==> src/rtl/fft_peak_detect.sv <==
// fft_peak_detect
//   Finds the highest-power bin (I^2+Q^2) of each FFT frame streamed in one
//   bin per i_vld cycle and presents its index/power on a valid/ready
//   output. Bins are tagged with their index on entry, squared (S1), summed
//   (S2), staged (S3) and then folded into a running maximum; the result is
//   latched when the last bin of a frame has been folded in.
//
// Ports
//   clk              rising-edge clock
//   i_init_n         synchronous active-low reset
//   i_vld            a bin is presented this cycle
//   i_new_fft        with i_vld: this bin is bin 0 of a frame
//   i_I, i_Q         signed bin value
//   i_clip_strb      upstream clip strobe, accumulated per frame
//   i_rdy            downstream accepts the result
//   o_vld            result valid, held until accepted
//   o_peak_idx       bin index of the frame maximum
//   o_peak_pwr       I^2+Q^2 of that bin
//   o_clipped        a clip strobe was seen during the frame
//   o_drop_strb      pulse: a completed result was discarded (output busy)
//   o_frame_err_strb pulse: a frame was cut short by a new i_new_fft
module fft_peak_detect #(
  parameter  int IN_W    = 28,
  parameter  int FFT_LEN = 256,
  localparam int IDX_W   = $clog2(FFT_LEN),
  localparam int PWR_W   = 2*IN_W
) (
  input  logic                    clk,
  input  logic                    i_init_n,
  input  logic                    i_vld,
  input  logic                    i_new_fft,
  input  logic signed [IN_W-1:0]  i_I,
  input  logic signed [IN_W-1:0]  i_Q,
  input  logic                    i_clip_strb,
  input  logic                    i_rdy,
  output logic                    o_vld,
  output logic [IDX_W-1:0]        o_peak_idx,
  output logic [PWR_W-1:0]        o_peak_pwr,
  output logic                    o_clipped,
  output logic                    o_drop_strb,
  output logic                    o_frame_err_strb
);

  localparam int STAGES = 3;
  localparam logic [IDX_W-1:0] LAST = IDX_W'(FFT_LEN-1);

  typedef enum logic {IDLE, RUN} state_t;

  state_t           state, state_n;
  logic [IDX_W-1:0] cnt, cnt_n;

  // entry tag for the bin presented this cycle
  logic             tag_vld, tag_first, tag_err;
  logic [IDX_W-1:0] tag_idx;

  // side-band carried alongside the data through S1..S3
  logic [STAGES:1]            vld_pipe, first_pipe, err_pipe;
  logic [STAGES:1][IDX_W-1:0] idx_pipe;

  logic signed [PWR_W-2:0] i_ext, q_ext;
  logic [PWR_W-2:0]        sq_i, sq_q, s1_ii, s1_qq;
  logic [PWR_W-1:0]        s2_pwr, s3_pwr;

  logic [PWR_W-1:0] best, best_n;
  logic [IDX_W-1:0] best_idx, best_idx_n;
  logic             clip, clip_n, done;

  // ---------------------------------------------------------------- FSM
  always_ff @(posedge clk) begin
    if (!i_init_n) begin
      state <= IDLE;
      cnt   <= '0;
    end else begin
      state <= state_n;
      cnt   <= cnt_n;
    end
  end

  always_comb begin
    state_n   = state;
    cnt_n     = cnt;
    tag_vld   = 1'b0;
    tag_first = 1'b0;
    tag_err   = 1'b0;
    tag_idx   = cnt;
    if (i_vld) begin
      if (i_new_fft) begin
        // bin 0 always (re)starts a frame; mid-frame it flags the truncation
        tag_vld   = 1'b1;
        tag_first = 1'b1;
        tag_err   = (state == RUN) && (cnt != '0);
        tag_idx   = '0;
        state_n   = RUN;
        cnt_n     = IDX_W'(1);
      end else if (state == RUN) begin
        tag_vld = 1'b1;
        cnt_n   = cnt + 1'b1;
        if (cnt == LAST) state_n = IDLE;
      end
    end
  end

  // ----------------------------------------------------------- datapath
  // Squares of a signed value are non-negative and fit in PWR_W-1 bits,
  // including the (-2^(IN_W-1))^2 corner, so the low PWR_W-1 bits of the
  // sign-extended product are exact.
  assign i_ext = (PWR_W-1)'(i_I);
  assign q_ext = (PWR_W-1)'(i_Q);
  assign sq_i  = $unsigned(i_ext * i_ext);
  assign sq_q  = $unsigned(q_ext * q_ext);

  always_ff @(posedge clk) begin
    if (!i_init_n) begin
      vld_pipe   <= '0;
      first_pipe <= '0;
      err_pipe   <= '0;
      idx_pipe   <= '0;
      s1_ii      <= '0;
      s1_qq      <= '0;
      s2_pwr     <= '0;
      s3_pwr     <= '0;
    end else begin
      vld_pipe   <= {vld_pipe[STAGES-1:1], tag_vld};
      first_pipe <= {first_pipe[STAGES-1:1], tag_first};
      err_pipe   <= {err_pipe[STAGES-1:1], tag_err};
      idx_pipe   <= {idx_pipe[STAGES-1:1], tag_idx};
      s1_ii      <= sq_i;
      s1_qq      <= sq_q;
      s2_pwr     <= {1'b0, s1_ii} + {1'b0, s1_qq};
      s3_pwr     <= s2_pwr;
    end
  end

  // ------------------------------------------------------ peak tracking
  always_comb begin
    best_n     = best;
    best_idx_n = best_idx;
    clip_n     = clip | ((state == RUN) && i_clip_strb);
    if (vld_pipe[STAGES]) begin
      if (first_pipe[STAGES]) begin
        best_n     = s3_pwr;
        best_idx_n = '0;
        clip_n     = (state == RUN) && i_clip_strb;
      end else if (s3_pwr > best) begin
        // strict compare: the earliest bin keeps a tie
        best_n     = s3_pwr;
        best_idx_n = idx_pipe[STAGES];
      end
    end
  end

  assign done = vld_pipe[STAGES] && (idx_pipe[STAGES] == LAST);

  always_ff @(posedge clk) begin
    if (!i_init_n) begin
      best             <= '0;
      best_idx         <= '0;
      clip             <= 1'b0;
      o_vld            <= 1'b0;
      o_peak_idx       <= '0;
      o_peak_pwr       <= '0;
      o_clipped        <= 1'b0;
      o_drop_strb      <= 1'b0;
      o_frame_err_strb <= 1'b0;
    end else begin
      best             <= best_n;
      best_idx         <= best_idx_n;
      clip             <= clip_n;
      o_drop_strb      <= 1'b0;
      o_frame_err_strb <= vld_pipe[STAGES] && err_pipe[STAGES];
      if (done) begin
        if (!o_vld || i_rdy) begin
          // slot free, or being emptied this same edge
          o_vld      <= 1'b1;
          o_peak_idx <= best_idx_n;
          o_peak_pwr <= best_n;
          o_clipped  <= clip_n;
        end else begin
          o_drop_strb <= 1'b1;
        end
      end else if (i_rdy) begin
        o_vld <= 1'b0;
      end
    end
  end

endmodule
==> config.mk <==
export PLATFORM = sky130hd
export DESIGN_NAME = fft_peak_detect
export DESIGN_NICKNAME = d
export VERILOG_FILES = /design/src/rtl/fft_peak_detect.sv
export SDC_FILE = /design/constraint.sdc
export NUM_CORES = 2
export LEC_CHECK = 0
export BUFFER_PORTS_ARGS = -buffer_cell sky130_fd_sc_hd__clkbuf_2
export CAP_MARGIN = 10
export CORE_UTILIZATION = 40
export CTS_CLUSTER_DIAMETER = 200
export DETAILED_ROUTE_END_ITERATION = 10
export SKIP_LAST_GASP = 1
export SYNTH_ARGS = -nofsm -noshare
export SYNTH_HDL_FRONTEND = slang
export SYNTH_SLANG_ARGS = --single-unit
==> constraint.sdc <==
create_clock -name clk -period 11.65 [get_ports clk]
set_input_delay 2.33 -clock clk [delete_from_list [all_inputs] [get_ports clk]]
set_output_delay 2.33 -clock clk [all_outputs]
set_load 0.1 [all_outputs]
==> results.md <==
* Sequential cell area fraction in the yosys report at between 10% and 20%
* All-Layer GR Usage at around a fifth
* Drt first pass iters at 5
* Synth async-reset ratio at 0%
* Grt peak-use layer: met2
* Reg clk slew, reported paths at ~0.060 ns
* Placer Congestion at slightly below 0.9
* Ys flop type: dfxtp_1
* M3 GR Usage at 1.88%
* Vias per cell at slightly below 5
* DR vias at about 44000
* Crit path launch type: input port
* GR met2 Demand/Resource at 35.9%
* Crit path DAT at approximately 10 ns
* Die area at around 0.17 mm²
* Leading post-synthesis cells by cell area: fa_1 46%, dfxtp_1 12%, inv_1 10%
* Clock Root Buffer: clkbuf_16
* Routed Antenna Nets at 0
* Hold crit path type: reg2reg
* Hold path startpoint: s2_pwr[32]
* RSZ-0062 raised after global routing: false
* HPWL Detailed at 134000 µm
* Avg Cell Area, Syn at roughly 9.6 µm²
* CTS tree: done
* Top-Level Pins at 130
* Clock Skews at 0.0287 ns
* Fillers at around 16000
* First DRT Iteration DRCs at roughly 2600
* M1 GR Usage at a little over a quarter
* Sum Neg Setup Slack at 0 ns
* Initial Util at 40.4%
* Cts repair resizes at 0
* Wire per inst at approximately 18 µm
* Worst Setup End Kind: flop
* Area growth from synthesis to layout at 6.61%
* Num rows at around 150
* Finish-stage setup viols at 0
* Initial antenna violation count at 6
* Max-Cap Viols at 0
* Worst Hold Endpoint: s3_pwr[32]
* Gate Count Post-Synth at approximately 7000
* FF-to-FF setup slack at ~7.4 ns
* Worst-path fanout max at 31
* IO Port Bufs at 129
* Number of CTS-inserted buffers at between 40 and 50
* Yosys top cell by area: fa_1
* R2R Path Start: best[23]
* Vias in the first global route at a little under 50000
* Post-Syn Nets at 8945
* H-tree Lvls at 2
* CP Class: in2reg
* Rel. slew slack at 15.9%
* Peak Freq at approximately 0.1 GHz
* Slew @ Worst Pin at roughly 1.2 ns
* Worst skew pair latency at 0.58 ns
* First-pass GRT wire length at approximately 270000 µm
* Final #Nets at ~8900
* Post-synth cell types at 83
* Post-CTS setup buffer count at 0
* Number of clock sinks at a little under 400
* Die Width at roughly 400 µm
* R2R depth at 13
* EDFF count, synth at 0
* Max Buffers Root-to-Sink at 3
* Core area at 0.163 mm²
* Worst setup startpoint: i_Q[1]
* WP data required at roughly 12 ns
* FF-to-FF End: o_peak_pwr[21]
* Fin. Hold Viols at 0
* Number of synthesized register bits at 395
* Synthesized cell area at about 0.066 mm²
* Total gr overflow at 0
* DRC viols at 0
* WHS Path Cells at 1
* Largest net degree at the start of global routing at between 150 and 200
* Ys Warns at 0
* Post-CTS Hold Buffers at 0
* Post-layout minimum cycle time at roughly 10 ns
* Status: finished, final reports clean
* Crit share post-route at 85.7%
* Area share of the largest cell type after synthesis at between 40% and 50%
* Die Span Y at just over 400 µm
* Share of cells above drive strength 1 at around 4.3%
* Slew Viols, Final at 0
* Routed wire length at ~160000 µm
==> worst max-delay path: stages <==
cell      delay [ns]
clkbuf_2        0.51
and2_1          0.47
fa_1            0.55
inv_1           0.15
fa_1            0.55
inv_1           0.14
fa_1            0.59
inv_1           0.06
fa_1            0.90
inv_1           0.37
fa_1            0.54
fa_1            0.56
fa_1            0.41
ha_1            0.29
ha_1            0.35
and3_1          0.23
nand4_1         0.14
o21ai_1         0.42
a31oi_1         0.26
o31a_1          0.35
xnor2_1         0.15
nor2_1          0.05
==> placed cells by master (no fill, tap or decap), types with 7 or more instances in the layout <==
| master | instances |
|---|---|
| o21a_1 | 19 |
| inv_1 | 1775 |
| o21ai_1 | 11 |
| nor2b_1 | 51 |
| nand3_1 | 31 |
| clkbuf_8 | 8 |
| xor2_1 | 78 |
| nand2b_1 | 39 |
| clkbuf_2 | 128 |
| a21o_1 | 120 |
| o211ai_1 | 13 |
| nand4_1 | 35 |
| and3_1 | 36 |
| or3_1 | 7 |
| buf_4 | 50 |
| clkbuf_1 | 7 |
| a211oi_1 | 10 |
| nor2_1 | 298 |
| o21bai_1 | 21 |
| or2_2 | 9 |
| a31oi_1 | 20 |
| a21oi_1 | 226 |
| o22ai_1 | 10 |
| fa_1 | 1500 |
| nand2_1 | 564 |
| clkbuf_16 | 42 |
| ha_1 | 504 |
| nor3_1 | 31 |
| a31o_2 | 8 |
| o21ai_0 | 135 |
| dfxtp_1 | 395 |
| xnor2_1 | 103 |
| mux2i_1 | 73 |
| and2_1 | 407 |
==> layout make-up <==
class                      count  area [µm²]  share of cell area, %
antenna                        2        5.00                0.00713
clock buffer                  57        1190                   1.69
clock inverter                21         328                  0.467
inverter                    1776        6670                   9.50
multi-input combinational   4463       50400                   71.7
sequential                   395        7910                   11.3
tap                         2175        2720                   3.87
timing repair buffer         180        1050                   1.49
==> cells by family (layout without fill, tap and decap cells) <==
group,Yosys count,after routing,share of synthesized area (%)
flops,395,395,12.0
buf+inv,2021,2034,11.6
fa+ha+maj,2004,2004,55.2
compound gates,670,670,6.47
mux,76,76,1.16
other cells,0,2,0
xor+xnor,181,181,2.41
simple gates,1532,1532,11.2
==> Yosys cell counts, drive strengths merged, types with 31 or more instances <==
| cell | number |
|---|---|
| a21o | 120 |
| a21oi | 229 |
| and2 | 407 |
| and3 | 36 |
| clkbuf | 232 |
| dfxtp | 395 |
| fa | 1500 |
| ha | 504 |
| inv | 1775 |
| mux2i | 73 |
| nand2 | 565 |
| nand2b | 39 |
| nand3 | 31 |
| nand4 | 35 |
| nor2 | 298 |
| nor2b | 51 |
| nor3 | 31 |
| o21ai | 148 |
| xnor2 | 103 |
| xor2 | 78 |
==> per-layer routing <==
metal	wire (µm)	part of all wire [%]	vias to the layer above
met5	26	0.016	-
met4	3250	2.0	4
met3	6800	4.2	203
met2	81600	50	991
met1	70000	43	22820
li1	-	-	20418
==> worst max path at each step <==
stage / end / cells after the start
final: s1_qq[54] / 22
after detailed placement: s1_qq[54] / 22
after global routing: s1_qq[54] / 22
after CTS: s1_qq[54] / 22
after global placement: s1_qq[50] / 24
after floorplan: s1_qq[52] / 25
==> through the flow <==
step	utilization [%]	worst slack, ns	instance area, µm²	hold WS, ns	instances
2_1_floorplan	-	2.20	65900	0.412	6879
3_3_place_gp	42.1	1.25	68700	0.418	8989
3_5_place_dp	42.1	1.16	68700	0.418	8989
4_1_cts	43.0	1.72	70200	0.424	9067
5_1_grt	43.0	1.26	70200	0.437	9067
6_report	43.1	1.66	70200	0.427	9069
==> state kept, by name (all words and copies together) (netlist names), 24 cells and up <==
signal / count
idx_pipe: 24
s1_qq: 54
s1_ii: 54
s2_pwr: 56
o_peak_pwr: 56
s3_pwr: 56
best: 56
Power is left out: the tool's default activity adds up to more than one toggle a clock period on the data nets, which glitch-free logic cannot reach.
